--- src/rtl/uart_prog_loader.sv ---
// UART 8N1 receiver feeding a little-endian 64-bit word assembler that writes
// program words into instruction memory until the terminator word arrives.
module uart_prog_loader #(
  parameter int          CLKS_PER_BIT = 21,
  parameter int          ADDR_W       = 8,
  parameter logic [63:0] TERM_WORD    = 64'h0000000000000FFF
) (
  input  logic              clk_i,
  input  logic              rst_ni,
  input  logic              uart_rx_i,
  output logic              mem_we_o,
  output logic [ADDR_W-1:0] mem_addr_o,
  output logic [63:0]       mem_wdata_o,
  output logic              programmed_o,
  output logic [ADDR_W:0]   word_cnt_o,
  output logic              frame_err_o,
  output logic              ovf_o
);

  localparam int              TW     = $clog2(CLKS_PER_BIT + 1);
  localparam logic [TW-1:0]   T_HALF = TW'(CLKS_PER_BIT / 2 - 1);
  localparam logic [TW-1:0]   T_FULL = TW'(CLKS_PER_BIT - 1);

  localparam logic [2:0] S_IDLE  = 3'd0;
  localparam logic [2:0] S_START = 3'd1;
  localparam logic [2:0] S_DATA  = 3'd2;
  localparam logic [2:0] S_STOP  = 3'd3;
  localparam logic [2:0] S_WAITH = 3'd4;

  logic              r_rx_s1, r_rx_s2, r_rx_d;
  logic [2:0]        r_state;
  logic [TW-1:0]     r_timer;
  logic [2:0]        r_bit_idx;
  logic [7:0]        r_shift;
  logic [2:0]        r_byte_idx;
  logic [63:0]       r_word;
  logic [ADDR_W:0]   r_cnt;
  logic              r_we;
  logic [ADDR_W-1:0] r_addr;
  logic [63:0]       r_wdata;
  logic              r_prog;
  logic              r_ferr;
  logic              r_ovf;

  logic        w_fall;
  logic        w_stop_tick;
  logic        w_byte_vld;
  logic        w_word_done;
  logic [63:0] w_word_full;

  assign w_fall      = r_rx_d & ~r_rx_s2;
  assign w_stop_tick = (r_state == S_STOP) && (r_timer == T_FULL);
  assign w_byte_vld  = w_stop_tick && r_rx_s2;
  assign w_word_done = w_byte_vld && (r_byte_idx == 3'd7);
  // Completed word including the byte arriving this cycle in the top slot.
  assign w_word_full = {r_shift, r_word[55:0]};

  always_ff @(posedge clk_i or negedge rst_ni) begin
    if (!rst_ni) begin
      r_rx_s1 <= 1'b1;
      r_rx_s2 <= 1'b1;
      r_rx_d  <= 1'b1;
    end else begin
      r_rx_s1 <= uart_rx_i;
      r_rx_s2 <= r_rx_s1;
      r_rx_d  <= r_rx_s2;
    end
  end

  always_ff @(posedge clk_i or negedge rst_ni) begin
    if (!rst_ni) begin
      r_state   <= S_IDLE;
      r_timer   <= '0;
      r_bit_idx <= '0;
      r_shift   <= '0;
      r_ferr    <= 1'b0;
    end else begin
      r_ferr <= w_stop_tick && !r_rx_s2;
      case (r_state)
        S_IDLE: begin
          if (!r_prog && w_fall) begin
            r_state <= S_START;
            r_timer <= '0;
          end
        end
        S_START: begin
          if (r_timer == T_HALF) begin
            r_timer   <= '0;
            r_bit_idx <= '0;
            r_state   <= r_rx_s2 ? S_IDLE : S_DATA;
          end else begin
            r_timer <= r_timer + 1'b1;
          end
        end
        S_DATA: begin
          if (r_timer == T_FULL) begin
            r_timer            <= '0;
            r_shift[r_bit_idx] <= r_rx_s2;
            if (r_bit_idx == 3'd7) r_state <= S_STOP;
            else                   r_bit_idx <= r_bit_idx + 3'd1;
          end else begin
            r_timer <= r_timer + 1'b1;
          end
        end
        S_STOP: begin
          if (r_timer == T_FULL) begin
            r_timer <= '0;
            r_state <= r_rx_s2 ? S_IDLE : S_WAITH;
          end else begin
            r_timer <= r_timer + 1'b1;
          end
        end
        S_WAITH: begin
          if (r_rx_s2) r_state <= S_IDLE;
        end
        default: r_state <= S_IDLE;
      endcase
    end
  end

  // Word completion is decided on the last byte's stop sample so the write
  // strobe or the done flag is visible on the following cycle.
  always_ff @(posedge clk_i or negedge rst_ni) begin
    if (!rst_ni) begin
      r_byte_idx <= '0;
      r_word     <= '0;
      r_cnt      <= '0;
      r_we       <= 1'b0;
      r_addr     <= '0;
      r_wdata    <= '0;
      r_prog     <= 1'b0;
      r_ovf      <= 1'b0;
    end else begin
      r_we <= 1'b0;
      if (w_byte_vld) begin
        r_word[8*r_byte_idx +: 8] <= r_shift;
        r_byte_idx                <= r_byte_idx + 3'd1;
        if (w_word_done) begin
          if (w_word_full == TERM_WORD) begin
            r_prog <= 1'b1;
          end else if (!r_cnt[ADDR_W]) begin
            r_we    <= 1'b1;
            r_addr  <= r_cnt[ADDR_W-1:0];
            r_wdata <= w_word_full;
            r_cnt   <= r_cnt + 1'b1;
          end else begin
            r_ovf  <= 1'b1;
            r_prog <= 1'b1;
          end
        end
      end
    end
  end

  assign mem_we_o     = r_we;
  assign mem_addr_o   = r_addr;
  assign mem_wdata_o  = r_wdata;
  assign programmed_o = r_prog;
  assign word_cnt_o   = r_cnt;
  assign frame_err_o  = r_ferr;
  assign ovf_o        = r_ovf;

endmodule

--- config.mk ---
export PLATFORM = sky130hd
export DESIGN_NAME = uart_prog_loader
export DESIGN_NICKNAME = d
export VERILOG_FILES = /design/src/rtl/uart_prog_loader.sv
export SDC_FILE = /design/constraint.sdc
export NUM_CORES = 1
export LEC_CHECK = 0
export CORE_MARGIN = 2
export CORE_UTILIZATION = 35
export DETAILED_ROUTE_END_ITERATION = 8
export PLACE_DENSITY = 0.55
export SETUP_SLACK_MARGIN = 0.02
export SYNTH_ARGS = -nofsm -noshare
export SYNTH_HDL_FRONTEND = slang
export SYNTH_SLANG_ARGS = --single-unit
--- constraint.sdc ---
create_clock -name clk_i -period 5.2 [get_ports clk_i]
set_input_delay 1.04 -clock clk_i [delete_from_list [all_inputs] [get_ports clk_i]]
set_output_delay 1.04 -clock clk_i [all_outputs]
set_load 0.02 [all_outputs]
==> results of run 1 <==
[cell usage in the layout, fill, tap and decap left out, types with 7 or more instances in the layout]
cell               n
ha_1              12
nand2_1           22
and2_1            17
o21ai_0            7
dfrtp_1          163
nand4_1            7
nand3_1           13
mux2_4            50
clkbuf_16         17
nor3_1             7
nor4_1            11
nor2_1             8
inv_1             20
xnor2_1            8
mux2i_1           11
mux2_2            75
clkdlybuf4s50_1   86
[power groups by stage]
stage	Combinational (mW)	Sequential, mW	Clock, mW
6_report	0.163	1.36	1.24
5_1_grt	0.190	1.37	1.33
4_1_cts	0.167	1.36	1.27
3_5_place_dp	0.166	1.39	0
2_1_floorplan	0.133	1.36	0
3_3_place_gp	0.159	1.38	0
[area by class of cell]
class | instances | area, µm² | share of cell area
clock buffer | 20 | 457 | 0.0507
clock inverter | 11 | 124 | 0.0137
inverter | 20 | 75.1 | 0.00833
multi-input combinational | 308 | 2950 | 0.328
sequential | 166 | 4160 | 0.461
tap | 275 | 344 | 0.0382
timing repair buffer | 91 | 902 | 0.100
[how the worst max path moves through the flow]
stage	end	slack, ns	depth (start not counted)
floorplan	r_word[32]$_DFFE_PN0P_	2.40	9
global placement	mem_wdata_o[49]$_DFFE_PN0P_	1.65	6
detailed placement	mem_wdata_o[49]$_DFFE_PN0P_	1.63	6
CTS	mem_wdata_o[49]$_DFFE_PN0P_	1.62	6
global route	mem_wdata_o[51]$_DFFE_PN0P_	1.44	6
finish	mem_wdata_o[49]$_DFFE_PN0P_	1.66	6
[registers in the layout, summed over array words and instances, names as in the netlist]
signal        count
r_shift           8
r_timer           5
frame_err_o       1
mem_wdata_o      64
ovf_o             1
r_state           3
r_bit_idx         3
programmed_o      1
r_byte_idx        3
r_rx_d            1
r_rx_s2           1
word_cnt_o        9
r_word           56
mem_addr_o        8
r_rx_s1           1
mem_we_o          1
[worst register-to-register path, delay by kind of cell, from the launching register on]
kind | cells | cell delay [ns]
buffers and inverters | 1 | 0.43
DFF | 1 | 0.57
muxes | 1 | 0.36
and+or+nand+nor | 4 | 2.07
[routing by layer]
metal	global-route usage	up-vias
met2	0.239	91
met3	0.0297	21
li1	-	2016
met1	0.212	2270
met4	0.0590	0
met5	0	-
[logic make-up (layout without fill, tap and decap cells)]
logic type	after synthesis	after routing	synth area share
simple gates	124	124	0.111
mux	141	141	0.239
compound gates	22	22	0.0195
flops	166	166	0.565
fa+ha+maj	12	12	0.0204
xor+xnor	9	9	0.0107
buf+inv	37	142	0.0338
[through the flow]
step | hold WS [ns] | cell area [µm²] | setup WS, ns | cells | power [mW]
global placement | 0.346 | 8430 | 1.65 | 860 | 1.54
finish | 0.356 | 9010 | 1.66 | 891 | 2.77
floorplan | 0.345 | 7360 | 2.40 | 511 | 1.49
CTS | 0.357 | 9010 | 1.62 | 891 | 2.80
global route | 0.363 | 9010 | 1.44 | 891 | 2.89
detailed placement | 0.347 | 8430 | 1.63 | 860 | 1.55
==> metrics.log, run 1 <==
INFO  metric synth_enable_flop_cells = 0
INFO  metric timing.max_slew.rel_slack = 0.287
INFO  metric detail_route.drc_violations = 0
INFO  metric synth.net_count = 526
INFO  metric p_clk_frac = 0.449
INFO  metric fp.dieW = around 150 µm
INFO  metric max_stage_delay = 0.76 ns
INFO  metric cts_resized = 0
INFO  metric timing.max_cap.violations = 0
INFO  metric cp.arrival = 3.85 ns
INFO  metric dp_hpwl = approximately 11000 µm
INFO  metric worst_r2r_setup_slack = about 1.7 ns
INFO  metric worst_setup_path_startpoint = r_shift[2]$_DFFE_PN0P_
INFO  metric hold_start = r_rx_s1$_DFF_PN1_
INFO  metric routedLengthMet1 = 7720 µm
INFO  metric fmax = around 280 MHz
INFO  metric synth-warning-count = 0
INFO  metric r2r_depth = 6
INFO  metric ir_worst_vdd = approximately 0.17 mV
INFO  metric power.combinational.fraction = 0.059
INFO  metric floorplan.die.height = 149 µm
INFO  metric viasPerCell = between 4 and 5
INFO  metric start_util = 0.354
INFO  metric grt_setup_unrepaired = no
INFO  metric clk_latency = 0.43 ns
INFO  metric maxSlewViolCount = 0
INFO  metric worst-endpoint-required = 5.51 ns
INFO  metric setup.worst_path.end_class = flip-flop
INFO  metric dr.pass1.iters = 4
INFO  metric grt_pass1_wl = 26000 µm
INFO  metric cts.root.buffer_cell = clkbuf_16
INFO  metric run_status = completed
INFO  metric timing.critical_path.max_delay_family = simple AND/OR/NAND/NOR gates
INFO  metric antenna_cells = 0
INFO  metric hold_viol_final = 0
INFO  metric reg_to_reg_critical_path_startpoint = r_shift[2]$_DFFE_PN0P_
INFO  metric port_bufs = 87
INFO  metric post-route-util = 0.433
INFO  metric synth.avg_cell_area = 14.4 µm²
INFO  metric rr_endpoint = mem_wdata_o[49]$_DFFE_PN0P_
INFO  metric synth-main-ff-cell = dfrtp_1
INFO  metric p_leak = 4.40 nW
INFO  metric post_drt_wl_per_cell = 18.0 µm
INFO  metric timing.final.crit_share = 0.681
INFO  metric setup_viol = 0
INFO  metric hp-class = flip-flop to flip-flop
INFO  metric routed-wl-met3 = 473 µm
INFO  metric cts.repair_timing.setup_buffer_count = 0
INFO  metric netlist_instances = 511
INFO  metric fillers = 1911
INFO  metric critical_path_peak_fanout = 57
INFO  metric clock_sink_count = 166
INFO  metric power-per-cell-area = 307 nW/µm²
INFO  metric min_path_cells = 0
INFO  metric seq_power_share = 0.493
INFO  metric worstPathCellList = nor4b_1 -> nand4_1 -> or4_1 -> nand2_4 -> buf_4 -> mux2_2
INFO  metric dr_wl_met2 = 7600 µm
INFO  metric tritoncts = done
INFO  metric ios = 88
INFO  metric rows = 53
INFO  metric post_synth_instance_area = 7360 µm²
INFO  metric synth_largest_area_cell = dfrtp_1
INFO  metric cp.buffers_inverters = 1
INFO  metric vias = 4398
INFO  metric cts_max_level = 4
INFO  metric design.core.area = 20800 µm²
INFO  metric route.antenna.remaining_nets = 0
INFO  metric synth_largest_type_area_fraction = 0.554
INFO  metric first_iter_violations = 183
INFO  metric grt_remaining_overflow = 0
INFO  metric finalWeightedCongestion = 0.760
INFO  metric cts_buffer_depth = 2
INFO  metric timing.critical_path.slowest_stage_cell = nand2_4
INFO  metric nNetsFinal = roughly 620
INFO  metric worstSetupStartpointType = flip-flop
INFO  metric fin_worst_skew = 0.0118 ns
INFO  metric post-route-min-period = around 3.5 ns
INFO  metric area_growth_synth_to_finish = 22.5%
INFO  metric post_route_cells_drive_above_1_share = 0.281
INFO  metric top_layer = met4
INFO  metric synth_seq_area_share = 0.565
INFO  metric groute.usage.overall = 0.153
INFO  metric worst_pin_slew = between 1 and 1.5 ns
INFO  metric wl = about 16000 µm
INFO  metric largest_net_degree_at_the_start_of_global_routing = 96
INFO  metric number_of_antenna_violations_at_the_first_check_in_global_routing = 0
INFO  metric power_switching = 0.658 mW
INFO  metric yosys-top-cells-area = dfrtp_1 55%, mux2_2 11%, mux2_4 10%
INFO  metric fin_tns_setup = 0 ns
INFO  metric number_of_flip_flops_and_latches_in_the_synthesized_netlist = 166
INFO  metric synth.top_cells.by_count = 163 x dfrtp_1, 75 x mux2_2, 50 x mux2_4
INFO  metric design.die.area = 22200 µm²
INFO  metric power.share.switching = 0.238
INFO  metric hold_end = r_rx_s2$_DFF_PN1_
INFO  metric cts.reportedPaths.clkPinSlew = around 0.07 ns
INFO  metric synth-async-reset-ratio = 1.00
INFO  metric number_of_global_route_vias_before_repair = 4559
INFO  metric intPower = ~2.1 mW
INFO  metric synthMostInstantiatedCell = dfrtp_1
INFO  metric yosys.cell_types.count = 52
INFO  metric worst-setup-path-type = flip-flop to flip-flop
INFO  metric cts_hold_buf = 0
INFO  metric cts-buffers-inserted = 17
(Power assumes the default switching activity.)
==> run 2, diff against run 1 <==
==> constraint.sdc (replaced) <==
create_clock -name clk_i -period 3.29 [get_ports clk_i]
set_input_delay 0.658 -clock clk_i [delete_from_list [all_inputs] [get_ports clk_i]]
set_output_delay 0.658 -clock clk_i [all_outputs]
set_load 0.02 [all_outputs]
==> run 2 against run 1 <==
Effect of this change:
- combinational power grew 62%
- via count grew 1.6%
- non-clock buffer count grew 10
- final area grew 2.0%
- sequential share of layout area shrank 0.90 points
- critical path depth is the same
- die area is the same
- sequential cell count is the same
- total power grew 68%
- setup slack lost 1.4 ns
- first-iteration DRC count grew 39%
- fmax grew 18%
==> metrics.log, run 2 (synthesis gave the netlist of run 1 again) <==
INFO  metric setup.worst_path.end_class = flip-flop (unchanged)
INFO  metric rows = 53 (unchanged)
INFO  metric critical_path_peak_fanout = 32 (was 57)
INFO  metric clk_latency = 0.44 ns (was 0.43 ns)
INFO  metric finalWeightedCongestion = 0.828 (was 0.760)
INFO  metric dr.pass1.iters = 4 (unchanged)
INFO  metric total_power = 4.66 mW (was 2.77 mW)
INFO  metric cts_resized = 0 (unchanged)
INFO  metric fin_tns_setup = 0 ns (unchanged)
INFO  metric cts.repair_timing.setup_buffer_count = 0 (unchanged)
INFO  metric rr_endpoint = mem_wdata_o[55]$_DFFE_PN0P_ (was mem_wdata_o[49]$_DFFE_PN0P_)
INFO  metric placedInstanceArea = 8530 µm² (was 8430 µm²)
INFO  metric ios = 88 (unchanged)
INFO  metric fmax = 333 MHz (was 282 MHz)
INFO  metric number_of_global_route_vias_before_repair = 4644 (was 4559)
INFO  metric flip_flop_count_of_the_largest_register_after_layout = 64 (unchanged)
INFO  metric groute.usage.overall = 0.154 (was 0.153)
INFO  metric worst-endpoint-required = 3.61 ns (was 5.51 ns)
INFO  metric fillers = 1925 (was 1911)
INFO  metric timing.max_slew.rel_slack = 0.405 (was 0.287)
INFO  metric grt_pass1_wl = 26300 µm (was 26000 µm)
INFO  metric antenna_cells = 0 (unchanged)
INFO  metric route.antenna.remaining_nets = 0 (unchanged)
INFO  metric number_of_antenna_violations_at_the_first_check_in_global_routing = 0 (unchanged)
INFO  metric mostFrequentLayoutCell = dfrtp_1 (unchanged)
INFO  metric run_status = completed (unchanged)
INFO  metric fin_worst_skew = 0.00990 ns (was 0.0118 ns)
INFO  metric p_leak = 4.50 nW (was 4.40 nW)
INFO  metric hp-class = input port to async pin (was flip-flop to flip-flop)
INFO  metric reg_to_reg_critical_path_startpoint = r_shift[2]$_DFFE_PN0P_ (unchanged)
INFO  metric floorplan.die.height = 149 µm (unchanged)
INFO  metric cts_buffer_depth = 2 (unchanged)
INFO  metric post_route_cells_drive_above_1_share = 0.293 (was 0.281)
INFO  metric cts.root.buffer_cell = clkbuf_16 (unchanged)
INFO  metric area_growth_synth_to_finish = 24.9% (was 22.5%)
INFO  metric ir_worst_vdd = 0.372 mV (was 0.168 mV)
INFO  metric design.die.area = 22200 µm² (unchanged)
INFO  metric detail_route.drc_violations = 0 (unchanged)
INFO  metric worst_pin_slew = 0.891 ns (was 1.07 ns)
INFO  metric maxSlewViolCount = 0 (unchanged)
INFO  metric viasPerCell = 4.95 (was 4.94)
INFO  metric timing.max_cap.violations = 0 (unchanged)
INFO  metric r2r_depth = 6 (unchanged)
INFO  metric final_cell_area_excluding_filler_cells = 9190 µm² (was 9010 µm²)
INFO  metric cts.reportedPaths.clkPinSlew = 0.07 ns (about the same)
INFO  metric fp.dieW = 149 µm (unchanged)
INFO  metric worst_r2r_setup_slack = 0.29 ns (was 1.66 ns)
INFO  metric power-per-cell-area = 507 nW/µm² (was 307 nW/µm²)
INFO  metric wl = 16200 µm (was 16000 µm)
INFO  metric worst-setup-path-type = flip-flop to flip-flop (unchanged)
INFO  metric worstSetupStartpointType = flip-flop (unchanged)
INFO  metric post-route-min-period = 3.00 ns (was 3.54 ns)
INFO  metric cts-buffers-inserted = 17 (unchanged)
INFO  metric port_bufs = 87 (unchanged)
INFO  metric post-route-util = 0.442 (was 0.433)
INFO  metric cp.arrival = 3.32 ns (was 3.85 ns)
INFO  metric start_util = 0.354 (unchanged)
INFO  metric vias = 4467 (was 4398)
INFO  metric grt_remaining_overflow = 0 (unchanged)
INFO  metric timing.final.crit_share = 0.912 (was 0.681)
INFO  metric setup_viol = 0 (unchanged)
INFO  metric most_used_cells_in_the_layout_excluding_fill_and_tap_cells = 163 x dfrtp_1, 86 x clkdlybuf4s50_1, 75 x mux2_2, 50 x mux2_4, 22 x nand2_1 (unchanged)
INFO  metric hold_viol_final = 0 (unchanged)
INFO  metric post_drt_wl_per_cell = 17.9 µm (was 18.0 µm)
INFO  metric tritoncts = done (unchanged)
INFO  metric cts_hold_buf = 0 (unchanged)
INFO  metric largest_net_degree_at_the_start_of_global_routing = 81 (was 96)
INFO  metric clock_sink_count = 166 (unchanged)
INFO  metric worst_setup_path_startpoint = r_shift[2]$_DFFE_PN0P_ (unchanged)
INFO  metric nNetsFinal = 629 (was 619)
INFO  metric dp_hpwl = 11300 µm (was 10900 µm)
INFO  metric grt_setup_unrepaired = no (unchanged)
INFO  metric first_iter_violations = 254 (was 183)
INFO  metric cts_max_level = 4 (unchanged)
INFO  metric design.core.area = 20800 µm² (unchanged)
[run 2: power by group]
part | internal (mW) | switching, mW | total (mW) | leakage (nW)
clock network | 1.38 | 0.856 | 2.24 | 0.321
registers | 2.08 | 0.0734 | 2.16 | 2.30
logic | 0.102 | 0.163 | 0.264 | 1.88
total | 3.57 | 1.09 | 4.66 | 4.50
[run 2: worst max path at each step]
stage                                   to  slack [ns]  cells past startpoint
6_report       mem_wdata_o[55]$_DFFE_PN0P_        0.29                      6
5_1_grt        mem_wdata_o[50]$_DFFE_PN0P_        0.13                      6
4_1_cts        mem_wdata_o[50]$_DFFE_PN0P_        0.27                      6
3_5_place_dp   mem_wdata_o[57]$_DFFE_PN0P_        0.30                      6
3_3_place_gp   mem_wdata_o[59]$_DFFE_PN0P_        0.31                      6
2_1_floorplan       r_word[32]$_DFFE_PN0P_        0.49                      9
[run 2: final cells by class]
| class | instances | area (µm²) | area share |
|---|---|---|---|
| timing repair buffer | 101 | 1000 | 0.109 |
| sequential | 166 | 4160 | 0.452 |
| inverter | 20 | 75.1 | 0.00817 |
| tap | 275 | 344 | 0.0374 |
| clock inverter | 13 | 218 | 0.0237 |
| multi-input combinational | 308 | 2950 | 0.321 |
| clock buffer | 19 | 443 | 0.0482 |
[run 2: per-layer routing]
metal | vias up | track usage | wire (µm)
met5 | - | 0 | 0
met4 | 0 | 0.0505 | 273
met3 | 22 | 0.0327 | 521
met2 | 86 | 0.240 | 7650
met1 | 2316 | 0.216 | 7720
li1 | 2043 | - | -
[run 2: metrics by stage]
| stage | worst slack [ns] | hold slack (ns) | std cells |
|---|---|---|---|
| finish | 0.289 | 0.251 | 902 |
| global route | 0.134 | 0.320 | 902 |
| CTS | 0.267 | 0.300 | 902 |
| detailed placement | 0.297 | 0.348 | 870 |
| global placement | 0.308 | 0.347 | 870 |
| floorplan | 0.491 | 0.345 | 511 |
[run 2: critical path, cell delays in order, from the launching register on]
cell,delay (ns)
dfrtp_1,0.57
nor4b_1,0.47
nand4_1,0.14
or4_1,0.70
nand2_4,0.32
buf_12,0.27
mux2_2,0.37
==> run 3, diff against run 2 <==
--- a/config.mk
+++ b/config.mk
@@ -8,7 +8,7 @@
 export CORE_MARGIN = 2
 export CORE_UTILIZATION = 35
 export DETAILED_ROUTE_END_ITERATION = 8
-export PLACE_DENSITY = 0.55
+export PLACE_DENSITY = 0.57
 export SETUP_SLACK_MARGIN = 0.02
 export SYNTH_ARGS = -nofsm -noshare
 export SYNTH_HDL_FRONTEND = slang
==> constraint.sdc (replaced) <==
create_clock -name clk_i -period 2.58 [get_ports clk_i]
set_input_delay 0.516 -clock clk_i [delete_from_list [all_inputs] [get_ports clk_i]]
set_output_delay 0.516 -clock clk_i [all_outputs]
set_load 0.02 [all_outputs]
==> run 3 against run 2 <==
Effect of this change:
- worst hold slack got worse by 0.16 ns
- total power increased by 21%
- final area increased by 1.3%
- global-route usage decreased by 0.14 points
- critical endpoint is now mem_addr_o[0]$_DFFE_PN0P_
- largest cell class unchanged
- die area unchanged
- sequential cell count unchanged
- critical path depth unchanged
- via count decreased by 0.18%
- utilization increased by 0.56 points
- setup slack got worse by 0.20 ns
- wire length decreased by 0.74%
- register-to-register slack got worse by 0.20 ns
- critical path type unchanged
==> metrics.log, run 3 (synthesis gave the netlist of run 1 again) <==
INFO  metric area_growth_synth_to_finish = 26.5% (was 24.9%)
INFO  metric timing.max_cap.violations = 0 (unchanged)
INFO  metric run_status = completed (unchanged)
INFO  metric nNetsFinal = 646 (was 629)
INFO  metric p_leak = 4.58 nW (was 4.50 nW)
INFO  metric clk_latency = 0.43 ns (was 0.44 ns)
INFO  metric r2r_depth = 6 (unchanged)
INFO  metric fmax = 402 MHz (was 333 MHz)
INFO  metric fp.dieW = 149 µm (unchanged)
INFO  metric maxSlewViolCount = 0 (unchanged)
INFO  metric cts_max_level = 4 (unchanged)
INFO  metric grt_pass1_wl = 26100 µm (was 26300 µm)
INFO  metric number_of_global_route_vias_before_repair = 4645 (was 4644)
INFO  metric cp.arrival = 2.80 ns (was 3.32 ns)
INFO  metric worst-setup-path-type = flip-flop to flip-flop (unchanged)
INFO  metric ir_worst_vdd = 0.388 mV (was 0.372 mV)
INFO  metric viasPerCell = 4.85 (was 4.95)
INFO  metric hp-class = input port to async pin (unchanged)
INFO  metric timing.critical_path.slowest_stage_cell = or4_1 (unchanged)
INFO  metric max_stage_delay = 0.55 ns (was 0.70 ns)
INFO  metric cts.root.buffer_cell = clkbuf_16 (unchanged)
INFO  metric worstPathCellList = nor4_1 -> nand4_1 -> or4_1 -> nand2_4 -> buf_4 -> mux2_2 (was nor4b_1 -> nand4_1 -> or4_1 -> nand2_4 -> buf_12 -> mux2_2)
INFO  metric hold_viol_final = 0 (unchanged)
INFO  metric detail_route.drc_violations = 0 (unchanged)
INFO  metric worst-endpoint-required = 2.89 ns (was 3.61 ns)
INFO  metric clock_sink_count = 166 (unchanged)
INFO  metric worst_r2r_setup_slack = 0.09 ns (was 0.29 ns)
INFO  metric number_of_antenna_violations_at_the_first_check_in_global_routing = 0 (unchanged)
INFO  metric timing.max_slew.rel_slack = 0.584 (was 0.405)
INFO  metric post-route-min-period = 2.49 ns (was 3.00 ns)
INFO  metric cts.repair_timing.setup_buffer_count = 0 (unchanged)
INFO  metric fin_tns_setup = 0 ns (unchanged)
INFO  metric post_drt_wl_per_cell = 17.5 µm (was 17.9 µm)
INFO  metric total_power = 5.63 mW (was 4.66 mW)
INFO  metric dp_hpwl = 11500 µm (was 11300 µm)
INFO  metric tritoncts = done (unchanged)
INFO  metric route.antenna.remaining_nets = 0 (unchanged)
INFO  metric cts_buffer_depth = 2 (unchanged)
INFO  metric grt_setup_unrepaired = no (unchanged)
INFO  metric placedInstanceArea = 8700 µm² (was 8530 µm²)
INFO  metric floorplan.die.height = 149 µm (unchanged)
INFO  metric post_route_cells_drive_above_1_share = 0.317 (was 0.293)
INFO  metric start_util = 0.354 (unchanged)
INFO  metric critical_path_peak_fanout = 11 (was 32)
INFO  metric ios = 88 (unchanged)
INFO  metric rows = 53 (unchanged)
INFO  metric final_cell_area_excluding_filler_cells = 9310 µm² (was 9190 µm²)
INFO  metric flip_flop_count_of_the_largest_register_after_layout = 64 (unchanged)
INFO  metric setup.worst_path.end_class = flip-flop (unchanged)
INFO  metric worstSetupStartpointType = flip-flop (unchanged)
INFO  metric antenna_cells = 0 (unchanged)
INFO  metric groute.usage.overall = 0.153 (was 0.154)
INFO  metric port_bufs = 87 (unchanged)
INFO  metric wl = 16000 µm (was 16200 µm)
INFO  metric setup_viol = 0 (unchanged)
INFO  metric cts.reportedPaths.clkPinSlew = 0.06 ns (was 0.07 ns)
INFO  metric vias = 4459 (was 4467)
INFO  metric reg_to_reg_critical_path_startpoint = r_word[16]$_DFFE_PN0P_ (was r_shift[2]$_DFFE_PN0P_)
INFO  metric mostFrequentLayoutCell = dfrtp_1 (unchanged)
INFO  metric first_iter_violations = 301 (was 254)
INFO  metric worst_pin_slew = 0.625 ns (was 0.891 ns)
INFO  metric most_used_cells_in_the_layout_excluding_fill_and_tap_cells = 163 x dfrtp_1, 86 x clkdlybuf4s50_1, 75 x mux2_2, 50 x mux2_4, 26 x buf_4 (was 163 x dfrtp_1, 86 x clkdlybuf4s50_1, 75 x mux2_2, 50 x mux2_4, 22 x nand2_1)
INFO  metric finalWeightedCongestion = 0.840 (was 0.828)
INFO  metric largest_net_degree_at_the_start_of_global_routing = 65 (was 81)
INFO  metric design.core.area = 20800 µm² (unchanged)
INFO  metric grt_remaining_overflow = 0 (unchanged)
INFO  metric cts-buffers-inserted = 17 (unchanged)
INFO  metric fin_worst_skew = 0.00920 ns (was 0.00990 ns)
INFO  metric worst_setup_path_startpoint = r_word[16]$_DFFE_PN0P_ (was r_shift[2]$_DFFE_PN0P_)
INFO  metric rr_endpoint = mem_addr_o[0]$_DFFE_PN0P_ (was mem_wdata_o[55]$_DFFE_PN0P_)
INFO  metric design.die.area = 22200 µm² (unchanged)
INFO  metric dr.pass1.iters = 4 (unchanged)
INFO  metric fillers = 1911 (was 1925)
INFO  metric power-per-cell-area = 604 nW/µm² (was 507 nW/µm²)
INFO  metric timing.final.crit_share = 0.964 (was 0.912)
==> run 3: how the worst max path moves through the flow <==
stage / slack, ns / end
final: 0.09 / mem_addr_o[0]$_DFFE_PN0P_
after global routing: 0.007 / mem_wdata_o[43]$_DFFE_PN0P_
after CTS: 0.05 / mem_addr_o[0]$_DFFE_PN0P_
after detailed placement: 0.06 / mem_addr_o[0]$_DFFE_PN0P_
after global placement: 0.05 / mem_addr_o[0]$_DFFE_PN0P_
after floorplan: 0.06 / r_word[32]$_DFFE_PN0P_
==> run 3: worst max-delay path, delay by kind of cell (launching register included) <==
kind / cells / cell delay [ns]
flip-flops: 1 / 0.40
buffers and inverters: 1 / 0.25
multiplexers: 1 / 0.36
AND/OR/NAND/NOR: 4 / 1.36
==> run 3: what timing repair did <==
action / CTS / global route
endpoints found under the hold margin: 0 / 0
resized for setup: 0 / 3
endpoints found under the setup margin: 0 / 64
hold buffers: 0 / 0
==> run 3: metal layers <==
layer,vias up,global-route usage,share of wire
met5,-,0,0
met4,0,0.0486,0.014
met3,16,0.0324,0.029
met2,72,0.243,0.48
met1,2295,0.210,0.48
li1,2076,-,-
==> run 3: layout make-up <==
class,count,area [µm²],share of cell area
well taps,275,344,0.0370
repair buffers,118,1170,0.125
inverters,20,75.1,0.00806
flip-flops and latches,166,4160,0.447
clock buffers,22,484,0.0520
multi-input cells,308,2970,0.319
clock inverters,10,109,0.0117
==> run 3: power breakdown <==
part / switching (mW) / internal, mW / total [mW]
combinational: 0.237 / 0.147 / 0.384
sequential: 0.0681 / 2.66 / 2.72
clock: 1.06 / 1.45 / 2.52
total: 1.37 / 4.26 / 5.63
==> run 3: per-stage QoR <==
stage,worst slack [ns],std cells,util,hold WS [ns]
floorplan,0.0588,511,-,0.220
global placement,0.0480,887,0.418,0.346
detailed placement,0.0630,887,0.418,0.347
CTS,0.0465,919,0.446,0.106
global route,0.00725,919,0.447,0.135
finish,0.0928,919,0.447,0.0923
